**src/rtl/spi_ram_cmd_sequencer.sv**
```systemverilog
// spi_ram_cmd_sequencer
//
// Host-side command sequencer sitting in front of the SPI/RAM wrapper. Each
// accepted request is turned into two 10-bit frames, an address frame (A)
// followed by a data frame (B). The sequencer pulses the wrapper start, waits
// for done, captures read data and returns one response per request. A
// per-frame timeout aborts a hung transfer and reports an error.
//
// Frame encoding ([9:8] = command):
//   write : A = {2'b00, addr}  B = {2'b01, wdata}
//   read  : A = {2'b10, addr}  B = {2'b11, 8'h00}
//
// Ports:
//   i_spi_ram_seq_clk        system clock, shared with the wrapper
//   i_spi_ram_seq_rst        synchronous active-high reset
//   i_/o_spi_ram_seq_req_*   request channel (valid/ready, write, addr, wdata)
//   o_/i_spi_ram_seq_rsp_*   response channel (valid/ready, rdata, err)
//   o_spi_ram_seq_spi_data   frame presented to the wrapper data_in
//   o_spi_ram_seq_spi_start  one-cycle start pulse to the wrapper
//   i_spi_ram_seq_spi_done   wrapper done pulse
//   i_spi_ram_seq_spi_busy   wrapper busy
//   i_spi_ram_seq_spi_rdata  wrapper data_out
//
// Parameters:
//   TIMEOUT_CYCLES  max cycles waiting for done per frame (1..65535)
//   GAP_CYCLES      idle cycles between frame A done and frame B start (0..15)
//
// state    | meaning
// ---------+-------------------------------------------------------------
// IDLE     | ready for a request, spi_data = 0
// A_START  | frame A on spi_data, start pulses once wrapper is not busy
// A_WAIT   | waiting for frame A done, timeout counter running
// GAP      | inter-frame idle time, frame A still on spi_data
// B_START  | frame B on spi_data, start pulses once wrapper is not busy
// B_WAIT   | waiting for frame B done, read data captured on done
// RESP     | response held until the host accepts it

module spi_ram_cmd_sequencer #(
   parameter int unsigned TIMEOUT_CYCLES = 1023,
   parameter int unsigned GAP_CYCLES     = 2
) (
   input  logic       i_spi_ram_seq_clk,
   input  logic       i_spi_ram_seq_rst,
   input  logic       i_spi_ram_seq_req_valid,
   output logic       o_spi_ram_seq_req_ready,
   input  logic       i_spi_ram_seq_req_write,
   input  logic [7:0] i_spi_ram_seq_req_addr,
   input  logic [7:0] i_spi_ram_seq_req_wdata,
   output logic       o_spi_ram_seq_rsp_valid,
   input  logic       i_spi_ram_seq_rsp_ready,
   output logic [7:0] o_spi_ram_seq_rsp_rdata,
   output logic       o_spi_ram_seq_rsp_err,
   output logic [9:0] o_spi_ram_seq_spi_data,
   output logic       o_spi_ram_seq_spi_start,
   input  logic       i_spi_ram_seq_spi_done,
   input  logic       i_spi_ram_seq_spi_busy,
   input  logic [7:0] i_spi_ram_seq_spi_rdata
);

   typedef enum logic [2:0] {
      S_IDLE,
      S_A_START,
      S_A_WAIT,
      S_GAP,
      S_B_START,
      S_B_WAIT,
      S_RESP
   } state_t;

   localparam logic [15:0] TMO_LAST = 16'(TIMEOUT_CYCLES - 1);
   localparam logic [3:0]  GAP_LOAD = 4'((GAP_CYCLES > 0) ? GAP_CYCLES - 1 : 0);

   state_t      state_q;
   logic        write_q;
   logic [7:0]  wdata_q;
   logic [9:0]  spi_data_q;
   logic [15:0] tmo_q;
   logic [3:0]  gap_q;
   logic        rsp_valid_q;
   logic [7:0]  rsp_rdata_q;
   logic        rsp_err_q;
   logic [9:0]  frame_b;

   assign frame_b = write_q ? {2'b01, wdata_q} : 10'h300;

   // Ready is gated by reset so it reads 0 while reset is applied and 1 in
   // the first cycle after it.
   assign o_spi_ram_seq_req_ready = (state_q == S_IDLE) && !i_spi_ram_seq_rst;

   // Start depends on the live busy level so the pulse lands in the first
   // cycle the wrapper is free, and in the cycle right after the handshake.
   assign o_spi_ram_seq_spi_start = ((state_q == S_A_START) || (state_q == S_B_START))
                                    && !i_spi_ram_seq_spi_busy;

   assign o_spi_ram_seq_spi_data  = spi_data_q;
   assign o_spi_ram_seq_rsp_valid = rsp_valid_q;
   assign o_spi_ram_seq_rsp_rdata = rsp_rdata_q;
   assign o_spi_ram_seq_rsp_err   = rsp_err_q;

   always_ff @(posedge i_spi_ram_seq_clk) begin
      if (i_spi_ram_seq_rst) begin
         state_q     <= S_IDLE;
         write_q     <= 1'b0;
         wdata_q     <= 8'h00;
         spi_data_q  <= 10'h000;
         tmo_q       <= 16'h0000;
         gap_q       <= 4'h0;
         rsp_valid_q <= 1'b0;
         rsp_rdata_q <= 8'h00;
         rsp_err_q   <= 1'b0;
      end else begin
         case (state_q)
            S_IDLE: begin
               if (i_spi_ram_seq_req_valid) begin
                  write_q    <= i_spi_ram_seq_req_write;
                  wdata_q    <= i_spi_ram_seq_req_wdata;
                  spi_data_q <= i_spi_ram_seq_req_write ? {2'b00, i_spi_ram_seq_req_addr}
                                                        : {2'b10, i_spi_ram_seq_req_addr};
                  state_q    <= S_A_START;
               end
            end

            S_A_START: begin
               if (!i_spi_ram_seq_spi_busy) begin
                  tmo_q   <= 16'h0000;
                  state_q <= S_A_WAIT;
               end
            end

            S_A_WAIT: begin
               // done in the last allowed cycle still counts as success
               if (i_spi_ram_seq_spi_done) begin
                  if (GAP_CYCLES == 0) begin
                     spi_data_q <= frame_b;
                     state_q    <= S_B_START;
                  end else begin
                     gap_q   <= GAP_LOAD;
                     state_q <= S_GAP;
                  end
               end else if (tmo_q == TMO_LAST) begin
                  rsp_valid_q <= 1'b1;
                  rsp_err_q   <= 1'b1;
                  rsp_rdata_q <= 8'h00;
                  state_q     <= S_RESP;
               end else if (tmo_q != 16'hFFFF) begin
                  tmo_q <= tmo_q + 16'd1;
               end
            end

            S_GAP: begin
               if (gap_q == 4'h0) begin
                  spi_data_q <= frame_b;
                  state_q    <= S_B_START;
               end else begin
                  gap_q <= gap_q - 4'd1;
               end
            end

            S_B_START: begin
               if (!i_spi_ram_seq_spi_busy) begin
                  tmo_q   <= 16'h0000;
                  state_q <= S_B_WAIT;
               end
            end

            S_B_WAIT: begin
               if (i_spi_ram_seq_spi_done) begin
                  rsp_valid_q <= 1'b1;
                  rsp_err_q   <= 1'b0;
                  rsp_rdata_q <= write_q ? 8'h00 : i_spi_ram_seq_spi_rdata;
                  state_q     <= S_RESP;
               end else if (tmo_q == TMO_LAST) begin
                  rsp_valid_q <= 1'b1;
                  rsp_err_q   <= 1'b1;
                  rsp_rdata_q <= 8'h00;
                  state_q     <= S_RESP;
               end else if (tmo_q != 16'hFFFF) begin
                  tmo_q <= tmo_q + 16'd1;
               end
            end

            S_RESP: begin
               if (i_spi_ram_seq_rsp_ready) begin
                  rsp_valid_q <= 1'b0;
                  rsp_rdata_q <= 8'h00;
                  rsp_err_q   <= 1'b0;
                  spi_data_q  <= 10'h000;
                  state_q     <= S_IDLE;
               end
            end

            default: begin
               state_q <= S_IDLE;
            end
         endcase
      end
   end

endmodule

```
**config.mk**
```make
export PLATFORM = sky130hd
export DESIGN_NAME = spi_ram_cmd_sequencer
export DESIGN_NICKNAME = d
export VERILOG_FILES = /design/src/rtl/spi_ram_cmd_sequencer.sv
export SDC_FILE = /design/constraint.sdc
export NUM_CORES = 1
export LEC_CHECK = 0
export ABC_AREA = 1
export BUFFER_PORTS_ARGS = -buffer_cell sky130_fd_sc_hd__buf_2
export CORE_ASPECT_RATIO = 0.8
export CORE_MARGIN = 2
export CORE_UTILIZATION = 55
export CTS_BUF_LIST = sky130_fd_sc_hd__clkbuf_4 sky130_fd_sc_hd__clkbuf_8
export CTS_CLUSTER_DIAMETER = 50
export DETAILED_ROUTE_END_ITERATION = 10
export PLACE_DENSITY = 0.86
export SLEW_MARGIN = 20
export SYNTH_ARGS = -nofsm -noshare
export SYNTH_HDL_FRONTEND = slang
export SYNTH_SLANG_ARGS = --single-unit
```
**constraint.sdc**
```tcl
create_clock -name i_spi_ram_seq_clk -period 3.04 [get_ports i_spi_ram_seq_clk]
set_clock_uncertainty 0.15 [all_clocks]
set_input_delay 0.456 -clock i_spi_ram_seq_clk [delete_from_list [all_inputs] [get_ports i_spi_ram_seq_clk]]
set_output_delay 0.456 -clock i_spi_ram_seq_clk [all_outputs]
set_load 0.005 [all_outputs]
```
# ---- Word-level counts from Yosys, hierarchy flattened
# Cells that the tools add are included.
dict set report word_totals {
  elab_cells 88
  ff_bits 52
}
dict set report op_classes {
  n_reduce_logical 19
  mux 38
  n_addsub 2
  n_eq_ne 20
}
# operator n
set op_table {}
lappend op_table {{16-bit two-way mux} 4}
lappend op_table {{10-bit two-way mux} 5}
lappend op_table {{8-bit two-way mux} 5}
lappend op_table {{16-bit case mux with 2 select lines} 1}
lappend op_table {{10-bit case mux with 3 select lines} 1}
lappend op_table {{3-bit two-way mux} 8}
lappend op_table {{8-bit case mux with 3 select lines} 1}
lappend op_table {{2-bit != test, second input constant} 11}
lappend op_table {{3-bit case mux with 7 select lines} 1}
lappend op_table {{16-bit by 1-bit adder with 16-bit output, second input constant} 1}
lappend op_table {{16-bit by 10-bit equality test with 1-bit output, second input constant} 1}
lappend op_table {{16-bit != test, second input constant} 1}
lappend op_table {{5-bit AND reduction} 2}
lappend op_table {{3-bit equality test, second input constant} 3}
lappend op_table {{4-bit two-way mux} 2}
lappend op_table {{4-bit case mux with 2 select lines} 1}
lappend op_table {{1-bit two-way mux} 7}
lappend op_table {{3-bit by 2-bit equality test with 1-bit output, second input constant} 2}
lappend op_table {{1-bit case mux with 3 select lines} 2}
lappend op_table {{3-bit AND reduction} 2}
lappend op_table {{3-bit nonzero test} 2}
lappend op_table {{4-bit zero test} 1}
lappend op_table {{4-bit AND reduction} 1}
lappend op_table {{2-bit nonzero test} 2}
lappend op_table {{9 further kinds} 12}

# ---- Logic depth before layout (Yosys ltp)
dict set report logic_depth {
  ltp_word 5
  ltp_mapped 11
  ltp_nobuf 11
}

# ---- Worst setup path before layout
# Ideal clock, no wire load.
dict set report synth_timing {
  path_type {register -> register}
  from {register tmo_q[1]}
  to {register tmo_q[5]}
  path_slack_ns 1.406
  synth_period_minus_slack_ns 1.634
  t_arrival_ns 1.362
  t_required_ns 2.768
  setup_ns 0.122
  path_stages_with_launch 10
  path_cell_list {dfxtp_1 ha_1 inv_1 nor2_2 nand4_2 nand4_4 nand2_4 buf_6 nand2_1 a21oi_2}
}
dict set report synth_via {
  elab_chain_cells 5
  word_cells_on_any_way 10
  classes_between {add/sub: 1; eq/ne: 4; mux: 4; reduce/logical: 1}
}
# element line_no
set synth_rtl {}
lappend synth_rtl {{start, declared} 77} ;# logic [15:0] tmo_q;
lappend synth_rtl {{start signal, assigned} 146} ;# tmo_q <= tmo_q + 16'd1;
lappend synth_rtl {{start signal, assigned} 178} ;# tmo_q <= tmo_q + 16'd1;
lappend synth_rtl {{16-bit by 1-bit adder with 16-bit output} {146, 178}}
lappend synth_rtl {{16-bit two-way mux} {145, 177}}
lappend synth_rtl {{16-bit two-way mux} 172} ;# end else if (tmo_q == TMO_LAST) begin
lappend synth_rtl {{16-bit two-way mux} 167} ;# if (i_spi_ram_seq_spi_done) begin
lappend synth_rtl {{16-bit case mux with 2 select lines} 112} ;# case (state_q)
# Several ways; a longest one is shown, not always the timed one. The select of a mux whose other input is x is not followed.
# A chain may end at the register's enable or synchronous reset.

# ---- Final worst setup path
dict set report layout_timing {
  from {register state_q[2]}
  to {output port o_spi_ram_seq_spi_start}
}
dict set report layout_via {
  elab_chain_cells 3
  word_cells_on_any_way 4
  classes_between {eq/ne: 2; reduce/logical: 2}
}
# element line_no
set layout_rtl {}
lappend layout_rtl {{start, declared} 73} ;# state_t state_q;
lappend layout_rtl {{start signal, assigned} 102} ;# state_q <= S_IDLE;
lappend layout_rtl {{start signal, assigned} 119} ;# state_q <= S_A_START;
lappend layout_rtl {{start signal, assigned} 126} ;# state_q <= S_A_WAIT;
lappend layout_rtl {{3-bit by 1-bit equality test with 1-bit output or 3-bit equality test (tied branches)} 92} ;# assign o_spi_ram_seq_spi_start = ((state_q == S_A_START) || (state_q == S_B_START))
lappend layout_rtl {{1-bit logical OR (*)} 92}
lappend layout_rtl {{1-bit logical AND (*)} 93} ;# && !i_spi_ram_seq_spi_busy;
lappend layout_rtl {{end, declared} 54} ;# output logic o_spi_ram_seq_spi_start,
# Every way passes the cells marked *; elsewhere a longest branch is shown, timed or not.

==> results.toml <==
[worst_setup_path]
max_stage_delay_ns = 0.42
end_kind = "output port"
startpoint_type = "flop"
worst-setup-path-type = "reg2out"
arrival_ns = 1.73
cp.required_ns = 2.43
slowest_stage = "dfxtp_1"
worstPathMaxFanout = 12
worstPathCellList = "inv_1 -> nand3_1 -> nand2_1 -> nand2_1 -> inv_1 -> buf_2"

[synth]
syn_area_per_cell_um2 = 6.42
yosys.area.top_type = "dfxtp_1"
yosys.area.top_type_share_pct = 35.3
ys_top_cells_by_area = "dfxtp_1 35%, nand2_1 15%, nand3_1 9.7%"
synth_fp_nets = 494
ys.warnings.count = 0
synth_cell_type_count = 33
postSynthCellCount = 459
ys_ff_latch = 52
netlist_area_um2 = 2950
yosysSeqAreaShare_pct = 35.3

[timing]
worstMarginPinSlew_ns = 0.640
finalHoldViolCount = 0
drv_slew = 0
fmax_mhz = 429
grt_setup_unrepaired = "false"
setup-tns-final_ns = 0
period_minus_slack_ns = 2.33
period_share_pct = 76.7
setup_viol = 0
max_slew_margin_pct = 57.2

[placement]
place.gp.congestion = 0.948
portBuffers = 52
dpl_cell_area_um2 = 3210
dpl.hpwl_mm = 5.38

[final_layout]
fin_nets = 540
fin_area_um2 = 3290
fill_cells = 445
diodes = 0
drive_above_1_share_pct = 16.8
syn2layout_area_growth_pct = 11.8

[clock_tree]
clkSlewWorstSetupHoldPaths_ns = 0.09
cts_setup_buffers = 0
cts_sinks = 52
cts_buffers = 5
tritoncts = "done"
cts.path.max_buffers = 2
cts_resized = 0
clk_latency_ns = 0.31
ctsHoldBuffers = 0
root_buffer = "clkbuf_8"
htreeDepth = 2

[power_and_ir_drop]
p_leak_nw = 1.38
power_density_nw_per_um2 = 600
ir_worst_vdd_mv = 0.434

[status]
violations = "design-rule violations"
status = "finished, violations left"

[route]
first_pass_iters = 9
wirelength_mm = 7.25
viasPerCell = 5.45
m1WireLength_mm = 3.49
wl_per_cell_um = 12.8
first_iter_violations = 267
drc = 4
wl_met3_um = 569
top_layer = "met4"
dr_wl_met2_mm = 3.07
ant_nets = 0
num_vias = 3092

[hold_path]
hold_class = "in2reg"

[floorplan]
initial_utilization_pct = 57.9
die_area_um2 = 5960
die_width_um = 85.9
core_area_um2 = 5090
ios = 53
placementRows = 23
die_h_um = 69.5

[run]
maxCapViolations = 0

[global_routing]
grt_pass1_wl_mm = 12.3
overflow = 0
grt_max_degree = 20
grt_pass1_vias = 2756
grt_util_all_layers_pct = 25.0
antenna_found_initial = 0
[per-layer routing]
metal | track usage [%] | vias up
li1 | - | 1581
met1 | 35.9 | 1370
met2 | 36.5 | 129
met3 | 4.76 | 12
met4 | 10.4 | 0
met5 | 0 | -
[layout by cell type, fill, tap and decap left out, drive strengths merged]
| master | netlist | final |
|---|---|---|
| dfxtp | 52 | 52 |
| a21oi | 50 | 50 |
| nand3 | 59 | 59 |
| and2 | 2 | 2 |
| clkinvlp | 0 | 1 |
| nand4 | 4 | 4 |
| buf | 9 | 53 |
| nor2 | 52 | 52 |
| a31oi | 2 | 2 |
| o211a | 1 | 1 |
| nand2 | 125 | 125 |
| inv | 48 | 48 |
| xnor2 | 1 | 1 |
| nor3 | 5 | 5 |
| clkinv | 2 | 3 |
| clkbuf | 5 | 5 |
| ha | 4 | 4 |
| or2 | 3 | 3 |
| xor2 | 3 | 3 |
| o21ai | 32 | 32 |
[report_power, final]
part           switching (mW)  internal, mW  total (mW)
clock network           0.225         0.157       0.382
logic                   0.496         0.237       0.732
registers              0.0725         0.789       0.861
total                   0.793          1.18        1.98
[area by class of cell]
type | instances | area [um^2] | area share [%]
multi-input combinational | 343 | 1640 | 49.8
timing repair buffer | 53 | 268 | 8.13
sequential | 52 | 1040 | 31.6
tap | 62 | 77.6 | 2.35
clock buffer | 5 | 68.8 | 2.09
clock inverter | 2 | 12.5 | 0.380
inverter | 50 | 188 | 5.70
[critical path, delay by kind of cell (launching register included)]
family	cells	cell delay (ns)
buffers and inverters	3	0.41
DFF	1	0.42
and+or+nand+nor	3	0.60
[kinds of logic (layout without fill, tap and decap cells)]
kind of cell,after synthesis,in the layout,synth area share [%]
buffers and inverters,64,110,9.08
DFF,52,52,35.3
adders and majority gates,4,4,1.70
xor gates and xnor gates,4,4,1.19
and+or+nand+nor,250,250,37.9
AOI/OAI and AO/OA,85,85,14.8
[worst paths after layout]
| path | depth (start not counted) | startpoint | slack (ns) | end |
|---|---|---|---|---|
| worst max-delay path | 6 | state_q[2] | 0.71 | o_spi_ram_seq_spi_start |
| worst min-delay path | 3 | i_spi_ram_seq_spi_rdata[7] | 0.27 | o_spi_ram_seq_rsp_rdata[7] |
| worst max register to register | 7 | state_q[2] | 0.91 | o_spi_ram_seq_spi_data[5] |
| worst min register to register | 2 | wdata_q[0] | 0.31 | wdata_q[0] |
[per-stage QoR]
step	utilization, %	setup WS [ns]	cells	hold slack, ns	power [mW]
final	64.7	0.708	567	0.275	1.98
after global routing	64.7	0.560	567	0.273	2.13
after CTS	64.7	0.747	567	0.265	1.97
after detailed placement	63.1	0.975	560	0.293	1.60
after global placement	63.1	1.09	560	0.289	1.57
after floorplan	-	1.41	459	0.274	1.42
[Yosys cell counts]
cell type / count
o21ai_0: 31
nor2_4: 1
and2_1: 2
xnor2_1: 1
a21oi_1: 49
buf_1: 1
buf_4: 2
o21ai_1: 1
inv_1: 44
nor2_1: 44
nand3_2: 2
nand2_4: 1
nor2_2: 7
a21oi_2: 1
nand3_1: 57
buf_2: 4
a31oi_1: 2
clkbuf_1: 5
inv_2: 4
dfxtp_1: 52
nor3_1: 5
or2_2: 2
nand4_1: 2
buf_6: 2
or2_1: 1
nand2_1: 119
ha_1: 4
xor2_1: 3
clkinv_1: 2
nand2_2: 5
o211a_1: 1
nand4_4: 1
nand4_2: 1
[state kept, by name, indices dropped and copies added, names as in the netlist, 3 cells and up]
register                 flops
state_q                      3
tmo_q                       16
gap_q                        4
o_spi_ram_seq_spi_data      10
o_spi_ram_seq_rsp_rdata      8
wdata_q                      8
Note: power is estimated with default switching activity, not from simulation.
